File: src/rtl/pulse_stretch_pkg.sv
// pulse_stretch_pkg: state encoding and default blink timing shared by every indicator instance
package pulse_stretch_pkg;
    typedef enum logic [1:0] {IDLE = 2'd0, ON = 2'd1, GAP = 2'd2} state_t;
    localparam int DEF_ON_TICKS  = 4;
    localparam int DEF_GAP_TICKS = 2;
endpackage

File: src/rtl/pulse_stretch_if.sv
// pulse_stretch_if: event input, time-base strobe and stretched indicator outputs
interface pulse_stretch_if #(
    parameter int PEND_W = 3
);
    logic              i_tick_en;
    logic              i_in_pulse;
    logic              o_out_level;
    logic              o_busy;
    logic [PEND_W-1:0] o_pending;
    logic              o_overflow;
    modport master (
        output i_tick_en, i_in_pulse,
        input  o_out_level, o_busy, o_pending, o_overflow
    );
    modport slave (
        input  i_tick_en, i_in_pulse,
        output o_out_level, o_busy, o_pending, o_overflow
    );
endinterface

File: src/rtl/pulse_stretch.sv
// pulse_stretch: turns single-cycle events into ON/GAP blinks, queueing events that arrive while busy
module pulse_stretch
    import pulse_stretch_pkg::*;
#(
    parameter int ON_TICKS  = DEF_ON_TICKS,
    parameter int GAP_TICKS = DEF_GAP_TICKS,
    parameter int CNT_W     = 8,
    parameter int PEND_W    = 3
) (
    input logic            clk,
    input logic            rst,
    pulse_stretch_if.slave bus
);
    localparam logic [CNT_W-1:0]  ON_CNT   = CNT_W'(ON_TICKS);
    localparam logic [CNT_W-1:0]  GAP_CNT  = CNT_W'(GAP_TICKS);
    localparam logic [PEND_W-1:0] PEND_MAX = '1;
    state_t            r_state, w_next;
    logic [CNT_W-1:0]  r_cnt, w_cnt, w_cnt_inc;
    logic [PEND_W-1:0] r_pend, w_pend;
    logic              r_out, r_busy, r_ovf, w_ovf;
    assign w_cnt_inc = r_cnt + CNT_W'(1);
    always_comb begin
        w_next = r_state;
        w_cnt  = r_cnt;
        w_pend = r_pend;
        w_ovf  = 1'b0;
        case (r_state)
            IDLE: if (bus.i_in_pulse || r_pend != '0) begin
                w_next = ON;
                w_cnt  = '0;
                if (!bus.i_in_pulse) w_pend = r_pend - PEND_W'(1);
            end
            ON: if (bus.i_tick_en) begin
                w_cnt = w_cnt_inc;
                if (w_cnt_inc == ON_CNT) begin
                    w_next = (GAP_TICKS == 0) ? IDLE : GAP;
                    w_cnt  = '0;
                end
            end
            GAP: if (bus.i_tick_en) begin
                w_cnt = w_cnt_inc;
                if (w_cnt_inc == GAP_CNT) begin
                    w_next = IDLE;
                    w_cnt  = '0;
                end
            end
            default: begin
                w_next = IDLE;
                w_cnt  = '0;
            end
        endcase
        // while blinking, a new event is queued; a full queue drops it and flags overflow
        if ((r_state == ON || r_state == GAP) && bus.i_in_pulse) begin
            if (r_pend == PEND_MAX) w_ovf = 1'b1;
            else w_pend = r_pend + PEND_W'(1);
        end
    end
    always_ff @(posedge clk) begin
        if (rst) begin
            r_state <= IDLE;
            r_cnt   <= '0;
            r_pend  <= '0;
            r_out   <= 1'b0;
            r_busy  <= 1'b0;
            r_ovf   <= 1'b0;
        end else begin
            r_state <= w_next;
            r_cnt   <= w_cnt;
            r_pend  <= w_pend;
            r_out   <= (w_next == ON);
            r_busy  <= (w_next != IDLE);
            r_ovf   <= w_ovf;
        end
    end
    assign bus.o_out_level = r_out;
    assign bus.o_busy      = r_busy;
    assign bus.o_pending   = r_pend;
    assign bus.o_overflow  = r_ovf;
endmodule
File: src/flat_wrapper.sv
// flat-port wrapper written by rule: the top's interface ports become plain ports
module pulse_stretch_flat import pulse_stretch_pkg::*;
#(
    parameter int ON_TICKS  = DEF_ON_TICKS,
    parameter int GAP_TICKS = DEF_GAP_TICKS,
    parameter int CNT_W     = 8,
    parameter int PEND_W    = 3
)
  (clk, rst, bus_i_tick_en, bus_i_in_pulse, bus_o_out_level, bus_o_busy, bus_o_pending, bus_o_overflow);
  pulse_stretch_if #(.PEND_W(PEND_W)) bus_i ();
  input logic clk;
  input logic rst;
  input wire logic [$bits(bus_i.i_tick_en)-1:0] bus_i_tick_en;
  input wire logic [$bits(bus_i.i_in_pulse)-1:0] bus_i_in_pulse;
  output wire logic [$bits(bus_i.o_out_level)-1:0] bus_o_out_level;
  output wire logic [$bits(bus_i.o_busy)-1:0] bus_o_busy;
  output wire logic [$bits(bus_i.o_pending)-1:0] bus_o_pending;
  output wire logic [$bits(bus_i.o_overflow)-1:0] bus_o_overflow;
  assign bus_i.i_tick_en = bus_i_tick_en;
  assign bus_i.i_in_pulse = bus_i_in_pulse;
  assign bus_o_out_level = bus_i.o_out_level;
  assign bus_o_busy = bus_i.o_busy;
  assign bus_o_pending = bus_i.o_pending;
  assign bus_o_overflow = bus_i.o_overflow;
  pulse_stretch #(.ON_TICKS(ON_TICKS), .GAP_TICKS(GAP_TICKS), .CNT_W(CNT_W), .PEND_W(PEND_W)) u_core (.clk(clk), .rst(rst), .bus(bus_i));
endmodule
File: config.mk
export PLATFORM = sky130hd
export DESIGN_NAME = pulse_stretch_flat
export DESIGN_NICKNAME = d
export VERILOG_FILES = /design/src/rtl/pulse_stretch_pkg.sv /design/src/rtl/pulse_stretch_if.sv /design/src/rtl/pulse_stretch.sv /design/src/flat_wrapper.sv
export SDC_FILE = /design/constraint.sdc
export NUM_CORES = 1
export LEC_CHECK = 0
export BUFFER_PORTS_ARGS = -buffer_cell sky130_fd_sc_hd__buf_2
export CELL_PAD_IN_SITES_DETAIL_PLACEMENT = 1
export CELL_PAD_IN_SITES_GLOBAL_PLACEMENT = 2
export CORE_ASPECT_RATIO = 1.2
export CORE_UTILIZATION = 35
export DETAILED_ROUTE_END_ITERATION = 8
export HOLD_SLACK_MARGIN = 0.08
export PLACE_DENSITY_LB_ADDON = 0.1
export SLEW_MARGIN = 30
export SYNTH_ARGS = -nofsm -noshare
export SYNTH_HDL_FRONTEND = slang
export SYNTH_SLANG_ARGS = --single-unit
export TNS_END_PERCENT = 20
File: constraint.sdc
create_clock -name clk -period 5.7 [get_ports clk]
set_input_delay 0.855 -clock clk [delete_from_list [all_inputs] [get_ports clk]]
set_output_delay 0.855 -clock clk [all_outputs]
set_load 0.005 [all_outputs]
==> results.rst <==
.. list-table::
   :header-rows: 1

   * - Metric
     - Value
   * - Slew HR
     - about two thirds
   * - Total grt overflow
     - 0
   * - Finished Layout Cells
     - 172
   * - Final WL
     - 2.48 mm
   * - Syn avg cell area
     - 8.38 µm²
   * - Warnings from Yosys
     - 0
   * - Final hold violation count
     - 0
   * - Minimum clock period after layout
     - 2.31 ns
   * - Highest Signal Layer
     - met4
   * - Port Buffer Count
     - 9
   * - LEAKAGE
     - 0.482 nW
   * - Kind of start point of the critical path
     - flip-flop
   * - First-pass iteration count of the detailed router
     - 4
   * - Layout-stage area growth over the synthesis result
     - 7.53%
   * - Post-placement setup slack
     - 3.39 ns
   * - Met3 wire length
     - 32 µm
   * - Overall fraction of global-route tracks in use
     - 17.3%
   * - Fraction of registers with async set or reset after synthesis
     - 0%
   * - Weighted congestion at the end of routability-driven global placement
     - 0.711
   * - Number of diodes
     - 0
   * - Number of flops mapped to enable cells by yosys
     - 0
   * - Area of the core
     - 2890 µm²
   * - Number of library cell types mapped by synthesis
     - 44
   * - Number of failing setup endpoints in the final timing report
     - 0
   * - Setup TNS after final layout
     - 0 ns
   * - Max frequency
     - 0.433 GHz
   * - Post CTS Setup Buffer Count
     - 0
   * - Total via count in the routed design
     - 941
   * - Total area of multi-input combinational cells
     - between 700 and 800 µm²
   * - Placed wire-length estimate after detailed placement
     - slightly below 2 mm
   * - Signal arrival time at the worst endpoint
     - around 2.5 ns
   * - Top flip-flop cell by instance count after synthesis
     - sky130_fd_sc_hd__dfxtp_1
   * - Total number of H-tree levels
     - 1
   * - Routed length on met1
     - about 1.2 mm
   * - Largest delay contributor family on the critical path
     - compound AO/OA/AOI/OAI gates
   * - Fraction of layout instances using a drive strength above 1
     - 14.5%
   * - Largest incremental delay on the critical path
     - ~0.41 ns
   * - Cell Rows
     - 21
   * - Maximum VDD drop
     - 0.135 mV
   * - Dominant cell by count in the synthesized netlist
     - sky130_fd_sc_hd__dfxtp_1
   * - Share of Yosys cell area claimed by the top area cell type
     - 29.2%
   * - Class of the most critical hold timing path
     - flip-flop to flip-flop
   * - Worst hold margin
     - between 0.5 and 0.6 ns
   * - Die Area
     - 3360 µm²
   * - Outcome
     - completed
   * - Required @ worst endpoint
     - 5.90 ns
   * - Mapped Area
     - 1100 µm²
   * - Net count of the finished layout
     - 155
   * - Cell chosen for the clock root
     - sky130_fd_sc_hd__clkbuf_4
   * - Die W
     - 53.1 µm
   * - Overall die height
     - around 63 µm
   * - Setup CP Type
     - flip-flop to flip-flop
   * - Number of nets produced by synthesis
     - 146
   * - Global-route wire length before repair
     - 4.35 mm
   * - Finished Cell Area
     - approximately 1200 µm²
   * - Number of antenna violations at the first check in global routing
     - 0
   * - Top cells by instance count after synthesis
     - sky130_fd_sc_hd__dfxtp_1 (16), sky130_fd_sc_hd__nand2_1 (12), sky130_fd_sc_hd__ha_1 (11)
   * - TritonCTS clock tree
     - done
   * - Vias in the first global route
     - 976
   * - Fillers
     - 361
   * - Clock Sink Count
     - 16
   * - Routed wire per std cell
     - roughly 14 µm
   * - Worst path cell trace
     - ha_1, and3_1, nor4_1, o22ai_2, o31ai_2, o211ai_1, or2_1
   * - Worst clock skew on the final layout
     - 0.00739 ns
   * - CTS clock-pin slew for the worst setup and hold paths
     - 0.11 ns
   * - Clock latency on the worst-skew pair
     - 0.30 ns
   * - Library cell contributing the largest single delay on the critical path
     - sky130_fd_sc_hd__dfxtp_1
   * - Initial Utilization
     - between 30% and 40%
   * - Setup slack of the critical path after layout
     - 3.39 ns
   * - Routed length on met2
     - 1.21 mm
   * - Number of buffers added to fix hold violations after cts
     - 0
   * - Post-DR vias/cell
     - 5.47
   * - Number of buffers created by CTS
     - 3
   * - Number of flip-flops and latches in the synthesized netlist
     - 16
   * - Instance count of the mapped netlist
     - around 130
   * - Cell taking the most area after synthesis
     - sky130_fd_sc_hd__dfxtp_1
   * - Maximum fanout along the worst path
     - 9
   * - DRC viols
     - 0
   * - Sequential cell area fraction in the yosys report
     - 29.2%
   * - Total of cells resized after clock tree synthesis
     - 0
   * - Critical path buffers and inverters
     - 0
   * - # placed instances
     - 169
   * - Worst-margin pin slew
     - 0.520 ns
   * - Max-capacitance violation count
     - 0
   * - Number of pins with negative max-slew slack in the final report
     - 0
   * - Area used by sequential logic in the layout
     - 320 µm²
   * - Pin count of the biggest net entering global routing
     - 13
   * - Final cycle utilization of the critical path
     - 40.5%
   * - RSZ-0062 raised after global routing
     - no
   * - Total power divided by cell area
     - 314 nW/µm²
   * - Number of top-level pins
     - 10
   * - Count of antenna-violating nets left after detailed routing
     - 0
   * - Kind of capture point of the worst setup path
     - flip-flop
   * - Synth area leaders
     - sky130_fd_sc_hd__dfxtp_1 (29%), sky130_fd_sc_hd__ha_1 (13%), sky130_fd_sc_hd__nand2_1 (4.1%), sky130_fd_sc_hd__o21ai_0 (3.6%), sky130_fd_sc_hd__a21oi_1 (3.2%)
   * - Max clock buf depth
     - 2
   * - Placement Cell Area
     - 1160 µm²
   * - Drt first-iter violations
     - 15
[final cells by class]
type	instances	share of cell area (%)
clock buffer	3	1.91
tap	34	3.61
timing repair buffer	9	3.82
sequential	16	27.1
inverter	9	2.86
multi-input combinational	101	60.7
[worst reg2reg max path: cells and delay by family, from the launching register on]
family | cells | cell delay, ns
fa+ha+maj | 1 | 0.30
flops | 1 | 0.41
compound gates | 3 | 0.81
simple gates | 3 | 0.69
[power by group]
group	total [mW]	switching [mW]	leakage (nW)	internal (mW)
logic	0.162	0.0930	0.338	0.0691
clock network	0.0645	0.0399	0.0138	0.0246
registers	0.144	0.0140	0.130	0.130
total	0.371	0.147	0.482	0.224
[flip-flops by register name (all words and copies together), names as in the netlist]
| name | cells |
|---|---|
| u_core.bus.o_busy | 1 |
| u_core.bus.o_out_level | 1 |
| u_core.bus.o_overflow | 1 |
| u_core.bus.o_pending | 3 |
| u_core.r_cnt | 8 |
| u_core.r_state | 2 |
[final timing paths]
path / startpoint / end / slack [ns] / cells after the start
worst min register to register: u_core.bus.o_pending[1] / u_core.bus.o_pending[1] / 0.54 / 2
worst min-delay path: u_core.bus.o_pending[1] / u_core.bus.o_pending[1] / 0.54 / 2
worst max register to register: u_core.r_cnt[0] / u_core.bus.o_busy / 3.39 / 7
worst max-delay path: u_core.r_cnt[0] / u_core.bus.o_busy / 3.39 / 7
[metal layers]
layer  global-route usage [%]  vias to the layer above
li1                         -                      487
met3                     2.17                        5
met5                        0                        -
met4                     6.91                        0
met1                     20.6                      442
met2                     30.1                        7
[cells in the final DEF, fill, tap and decap left out, types with 3 or more instances in the layout]
master,Yosys,layout
sky130_fd_sc_hd__dfxtp_1,16,16
sky130_fd_sc_hd__nand2_1,12,12
sky130_fd_sc_hd__ha_1,11,11
sky130_fd_sc_hd__inv_1,9,9
sky130_fd_sc_hd__nor2_1,9,9
sky130_fd_sc_hd__buf_2,1,9
sky130_fd_sc_hd__o21ai_0,8,8
sky130_fd_sc_hd__a21oi_1,7,7
sky130_fd_sc_hd__nand3_1,5,5
sky130_fd_sc_hd__o211ai_1,3,3
sky130_fd_sc_hd__or2_2,3,3
sky130_fd_sc_hd__nand4_1,3,3
sky130_fd_sc_hd__clkbuf_4,0,3
[logic make-up (layout without fill, tap and decap cells)]
family / count (synthesis) / after routing / synth area share (%)
AOI/OAI and AO/OA: 33 / 33 / 22.6
xor gates and xnor gates: 3 / 3 / 2.39
and+or+nand+nor: 53 / 53 / 26.7
muxes: 1 / 1 / 1.03
buffers and inverters: 14 / 21 / 5.59
adders and majority gates: 11 / 11 / 12.5
DFF: 16 / 16 / 29.2
[metrics by stage]
| step | total power, mW | util (%) |
|---|---|---|
| 6_report | 0.371 | 40.8 |
| 3_3_place_gp | 0.307 | 40.0 |
| 4_1_cts | 0.375 | 40.8 |
| 2_1_floorplan | 0.263 | - |
| 3_5_place_dp | 0.311 | 40.0 |
| 5_1_grt | 0.407 | 40.8 |
Power figures use the tool's default switching activity.
